<file path="config.mk">
export PLATFORM = sky130hd
export DESIGN_NAME = store_word_unit
export DESIGN_NICKNAME = d
export VERILOG_FILES = /design/src/rtl/store_word_unit.sv
export SDC_FILE = /design/constraint.sdc
export NUM_CORES = 2
export LEC_CHECK = 0
export BUFFER_PORTS_ARGS = -buffer_cell sky130_fd_sc_hd__buf_2
export CORE_MARGIN = 10
export CORE_UTILIZATION = 42
export CTS_CLUSTER_SIZE = 30
export DETAILED_ROUTE_END_ITERATION = 10
export MAX_ROUTING_LAYER = met4
export PLACE_DENSITY = 0.55
export SLEW_MARGIN = 25
export SYNTH_ARGS = -nofsm -noshare
export SYNTH_HDL_FRONTEND = slang
export SYNTH_SLANG_ARGS = --single-unit
export TNS_END_PERCENT = 10
</file>
<file path="constraint.sdc">
create_clock -name clk -period 7.4 [get_ports clk]
set_clock_uncertainty 0.15 [all_clocks]
set_input_delay 0.74 -clock clk [delete_from_list [all_inputs] [get_ports clk]]
set_output_delay 0.74 -clock clk [all_outputs]
set_load 0.1 [all_outputs]
</file>
<file path="src/rtl/store_word_unit.sv">
// store_word_unit: executes MIPS "sw rt, imm(rs)" one instruction at a time.
// An accepted instruction walks IDLE -> DECODE -> EXEC -> MEM and either
// commits rf[rt] to the word-addressed data memory (done pulse) or is
// rejected without touching memory (fault pulse with a reason code).
module store_word_unit #(
  parameter int DM_WORDS = 64
) (
  input  logic        clk,
  input  logic        reset,
  input  logic        instr_valid,
  input  logic [31:0] instr,
  output logic        instr_ready,
  input  logic        rf_we,
  input  logic [4:0]  rf_wa,
  input  logic [31:0] rf_wd,
  input  logic [5:0]  dm_ra,
  output logic [31:0] dm_rd,
  output logic        busy,
  output logic        done,
  output logic        fault,
  output logic [1:0]  fault_code
);

  localparam int         DATA_W    = 32;
  localparam int         AW        = (DM_WORDS > 1) ? $clog2(DM_WORDS) : 1;
  localparam logic [5:0] OP_SW     = 6'b101011;
  localparam logic [1:0] FC_NONE   = 2'b00;
  localparam logic [1:0] FC_OPCODE = 2'b01;
  localparam logic [1:0] FC_ALIGN  = 2'b10;
  localparam logic [1:0] FC_RANGE  = 2'b11;

  typedef enum logic [1:0] {IDLE, DECODE, EXEC, MEM} state_t;

  state_t state, state_nxt;

  // Architectural storage; neither array is touched by reset.
  logic [DATA_W-1:0] rf [32];
  logic [DATA_W-1:0] dm [DM_WORDS];

  logic               hs;
  logic [DATA_W-1:0]  instr_p0;
  logic signed [DATA_W-1:0] rs_val_p1;
  logic signed [DATA_W-1:0] imm_p1;
  logic [DATA_W-1:0]  rt_val_p1;
  logic [DATA_W-1:0]  addr_p2;
  logic [DATA_W-1:0]  wdata_p2;
  logic [DATA_W-1:0]  rs_rd;
  logic [DATA_W-1:0]  rt_rd;
  logic [1:0]         mem_chk;
  logic [AW-1:0]      wr_idx;
  logic [AW-1:0]      rd_idx;

  wire [5:0] op_p0 = instr_p0[31:26];
  wire [4:0] rs_p0 = instr_p0[25:21];
  wire [4:0] rt_p0 = instr_p0[20:16];

  // Sign-extend the 16-bit displacement to a full word.
  function automatic logic signed [DATA_W-1:0] sext_imm(input logic [15:0] imm);
    return {{16{imm[15]}}, imm};
  endfunction

  // Classify a byte address: misalignment wins over the range check.
  function automatic logic [1:0] addr_check(input logic [DATA_W-1:0] addr);
    if (addr[1:0] != 2'b00) return FC_ALIGN;
    if ({2'b00, addr[31:2]} >= 32'(DM_WORDS)) return FC_RANGE;
    return FC_NONE;
  endfunction

  assign hs      = instr_valid && instr_ready;
  assign rs_rd   = (rs_p0 == 5'd0) ? '0 : rf[rs_p0];
  assign rt_rd   = (rt_p0 == 5'd0) ? '0 : rf[rt_p0];
  assign mem_chk = addr_check(addr_p2);
  assign wr_idx  = addr_p2[AW+1:2];
  assign rd_idx  = AW'(dm_ra);

  // State register; reset forces IDLE and drops any instruction in flight.
  always_ff @(posedge clk) begin
    if (reset) state <= IDLE;
    else       state <= state_nxt;
  end

  // Next-state logic: a bad opcode short-circuits back to IDLE from DECODE.
  always_comb begin
    state_nxt = state;
    case (state)
      IDLE:    if (hs) state_nxt = DECODE;
      DECODE:  state_nxt = (op_p0 == OP_SW) ? EXEC : IDLE;
      EXEC:    state_nxt = MEM;
      MEM:     state_nxt = IDLE;
      default: state_nxt = IDLE;
    endcase
  end

  // Moore-style outputs; ready is withheld while reset is asserted.
  always_comb begin
    busy        = (state != IDLE);
    instr_ready = (state == IDLE) && !reset;
  end

  // Register-file preload, only honoured while idle; r0 is hard-wired to zero.
  always_ff @(posedge clk) begin
    if (state == IDLE && rf_we && rf_wa != 5'd0) rf[rf_wa] <= rf_wd;
  end

  // ---- p0: instruction capture on handshake ----
  // Latch the offered instruction word.
  always_ff @(posedge clk) begin
    if (hs) instr_p0 <= instr;
  end

  // ---- p1: DECODE, operand fetch ----
  // Capture both source registers and the extended displacement.
  always_ff @(posedge clk) begin
    if (state == DECODE) begin
      rs_val_p1 <= rs_rd;
      rt_val_p1 <= rt_rd;
      imm_p1    <= sext_imm(instr_p0[15:0]);
    end
  end

  // ---- p2: EXEC, effective address ----
  // Wrap-around address add; carry out of bit 31 is dropped.
  always_ff @(posedge clk) begin
    if (state == EXEC) begin
      addr_p2  <= rs_val_p1 + imm_p1;
      wdata_p2 <= rt_val_p1;
    end
  end

  // ---- MEM: commit ----
  // Memory write, suppressed by reset or by an address fault.
  always_ff @(posedge clk) begin
    if (!reset && state == MEM && mem_chk == FC_NONE) dm[wr_idx] <= wdata_p2;
  end

  // Completion/fault pulses; fault_code is sticky until the next fault.
  always_ff @(posedge clk) begin
    if (reset) begin
      done       <= 1'b0;
      fault      <= 1'b0;
      fault_code <= FC_NONE;
    end else begin
      done  <= 1'b0;
      fault <= 1'b0;
      if (state == DECODE && op_p0 != OP_SW) begin
        fault      <= 1'b1;
        fault_code <= FC_OPCODE;
      end else if (state == MEM) begin
        if (mem_chk == FC_NONE) begin
          done <= 1'b1;
        end else begin
          fault      <= 1'b1;
          fault_code <= mem_chk;
        end
      end
    end
  end

  // Inspection port; indices beyond the memory read as zero.
  always_comb begin
    dm_rd = '0;
    if ({26'b0, dm_ra} < 32'(DM_WORDS)) dm_rd = dm[rd_idx];
  end

endmodule
</file>
==> impl_metrics.tcl <==
set metrics [dict create \
    crit_fanout 72 \
    crit_buf_inv 3 \
    cts-root-buf "clkbuf_16" \
    power_leakage_nw 47.1 \
    clkTransAtPathRegs_ns 0.06 \
    crit_chain "buf_8 -> buf_12 -> or3b_2 -> o22ai_1 -> a211oi_1 -> o22ai_1 -> nor2_1 -> buf_2" \
    synth-edff-count 3248 \
    crit_path_start "dm_ra[2]" \
    place_hpwl_um 216000 \
    die_area_um2 337000 \
    post_cts_buffers 0 \
    ff2ff_path_depth 8 \
    clk_path_buf_depth 4 \
    port_buffers 116 \
    placed_cell_area_um2 139000 \
    die_h_um 581 \
    cap_violations 0 \
    tightestPinTransition_ns 1.12 \
    cts_tree "done" \
    yosys_warnings 0 \
    hold_end "rf[11][31]" \
    syn_area_um2 132000 \
    hold_path_class "input pin to register" \
    timing.rr.start "addr_p2[9]" \
    areaGrowthSynthToFinish_pct 14.0 \
    drive_gt1_frac 0.320 \
    setup_tns_ns 0 \
    wl_per_cell_um 35.3 \
    cp_common_cell "o22ai_1" \
    comb_power_share 0.056 \
    cts_buffers 349 \
    clk_latency_ns 0.93 \
    min_period_ns 5.81 \
    stdcell_area_um2 151000 \
    ff2ff_setup_slack_ns 2.44 \
    power_frac_seq 0.517 \
    synthCells 5902 \
    ys.flop_type "edfxtp_1" \
    clock-sinks 3254 \
    die_w_um 581 \
    slew_violations 0 \
    critPathRequiredTime_ns 6.51 \
    hold_depth 1 \
    grtUsageTotal 0.226 \
    cts_max_level 5 \
    core_area_um2 313000 \
    drt_wl_total_um 379000 \
    setup_viol 0 \
    drt_iter0_drc 7604 \
    num_rows 205 \
    cts_hold_buf 35 \
    avgSynthCellArea_um2 22.4 \
    place.gp.congestion 0.796 \
    vias 66000 \
    initial_core_util 0.423 \
    ios 117 \
    timing.hold.ws_ns 0.194 \
    total_power_mw 39.2 \
    synth_cell_type_count 57 \
    slew_headroom 0.249 \
    pwr-share-clk 0.428 \
    cp_top_family "compound AO/OA/AOI/OAI gates" \
    ys_seq_elements 3254 \
    power_density_nw_per_um2 260 \
    crit_arrival_ns 4.92 \
    gr-total-overflow 0 \
    startpoint_type "input pin" \
    fin_nets 6408 \
    slowest_stage "a211oi_1" \
    vdd_drop_max_uv 182 \
    ant_nets 0 \
    crit_path_max_incr_delay_ns 0.92 \
    outcome "completed" \
    grt_first_pass_wirelength_um 533000 \
    drc_errors 0 \
    sw_frac_of_total 0.219 \
    hold_violations 0 \
    critPathKind "input pin to output port" \
    final_core_util 0.482 \
    rsz0062_at_grt "false" \
    avgViaCountPerCell 6.15 \
    grt_pass1_vias 68400 \
    cts_resized 0 \
    p_int_mw 30.6 \
    switchingPower_mw 8.59 \
    worstHoldStart "rf_wd[31]" \
    antenna_found_initial 34 \
    drt-pass1-iter-count 5 \
    fmax_mhz 172 \
    async_reset_ff_frac 0 \
    yosysSeqAreaShare 0.739 \
    period_share 0.785 \
    end_kind "output port" \
    r2r_end "dm[29][1]" \
    grt_max_degree 127 \
]
synthesized netlist by cell type, types with 6 or more instances:
library cell / number / share of area
nand3b_1: 8 / 0.00045
nand3_1: 13 / 0.00049
nand2_1: 37 / 0.0011
or2_2: 6 / 0.00028
o22ai_1: 117 / 0.0055
a22oi_1: 16 / 0.00091
o21bai_1: 6 / 0.00034
xor2_1: 10 / 0.00066
nor3_1: 65 / 0.0025
buf_4: 24 / 0.0014
o21ai_0: 16 / 0.00061
mux2i_1: 226 / 0.017
inv_1: 18 / 0.00051
nor4_1: 9 / 0.00043
a21o_1: 10 / 0.00057
nor2_1: 172 / 0.0049
and2_1: 6 / 0.00028
a21oi_1: 66 / 0.0025
o221ai_1: 58 / 0.0038
a211oi_1: 35 / 0.0020
xnor2_1: 20 / 0.0013
a221oi_1: 65 / 0.0043
mux4_2: 1054 / 0.18
mux2_2: 101 / 0.0086
edfxtp_1: 3248 / 0.74
nand2b_1: 7 / 0.00033
nor2b_1: 10 / 0.00047
clkbuf_1: 179 / 0.0051
dfxtp_1: 6 / 0.00091
ha_1: 31 / 0.0029
buf_1: 40 / 0.0011
buf_2: 128 / 0.0048
a211o_1: 40 / 0.0027
power by group through the flow:
stage               Sequential (mW)  Clock, mW  Combinational [mW]
detailed placement             20.6          0                2.17
finish                         20.2       16.8                2.17
global placement               20.6          0                2.15
CTS                            20.2       17.0                2.19
floorplan                      20.6          0                1.38
global route                   20.2       17.8                2.28
state kept, by name (all words and copies together) (netlist names), named ones only:
signal	flops
addr_p2	32
dm	2048
done	1
fault	1
fault_code	2
imm_p1	16
instr_p0	32
rf	1024
rs_val_p1	32
rt_val_p1	32
state	1
wdata_p2	32
routing by layer:
metal | vias to the layer above | share of wire | global-route usage
met2 | 2780 | 0.50 | 0.371
met3 | 562 | 0.068 | 0.0324
met5 | - | 0 | -
li1 | 26400 | - | -
met4 | 0 | 0.028 | 0.0597
met1 | 36200 | 0.40 | 0.299
through the flow:
stage / setup WS (ns) / cells
final: 1.59 / 10700
after global routing: 1.66 / 10700
after CTS: 1.59 / 10700
after detailed placement: 1.61 / 10100
after global placement: 1.20 / 10000
after floorplan: 2.55 / 5933
cell families after synthesis:
group | share of synthesized area
muxes | 0.205
other | 0.0000284
DFF | 0.739
and+or+nand+nor | 0.0126
buffers and inverters | 0.0133
xor gates and xnor gates | 0.00199
AOI/OAI and AO/OA | 0.0246
adders and majority gates | 0.00309
worst max path at each step:
stage                         end  slack (ns)  cells after the start
floorplan           fault_code[1]        2.55                      4
global placement        dm_rd[30]        1.20                      8
detailed placement      dm_rd[22]        1.61                      8
CTS                     dm_rd[22]        1.59                      8
global route            dm_rd[22]        1.66                      8
finish                  dm_rd[22]        1.59                      8
layout by cell type (no fill, tap or decap), drive strengths merged, types with 14 or more instances in the layout:
cell / instances
mux2: 101
buf: 353
xnor2: 20
a221oi: 65
inv: 31
bufinv: 22
clkinv: 151
nor3: 65
a21oi: 66
conb: 32
o221ai: 58
diode: 14
edfxtp: 3248
ha: 31
mux2i: 226
a211oi: 35
o21ai: 16
mux4: 1054
o22ai: 117
dlygate4sd3: 35
nand2: 37
clkbuf: 438
a22oi: 16
a211o: 40
nor2: 172
final cells by class:
class / count / area (µm²)
Fill cell: 25200 / 162000
Sequential cell: 3254 / 97700
Multi-Input combinational cell: 2286 / 33700
Clock buffer: 438 / 9170
Tap cell: 4140 / 5180
Timing Repair Buffer: 388 / 3160
Clock inverter: 188 / 1700
Inverter: 18 / 67.6
Antenna cell: 14 / 35.0
(Power assumes the default switching activity.)
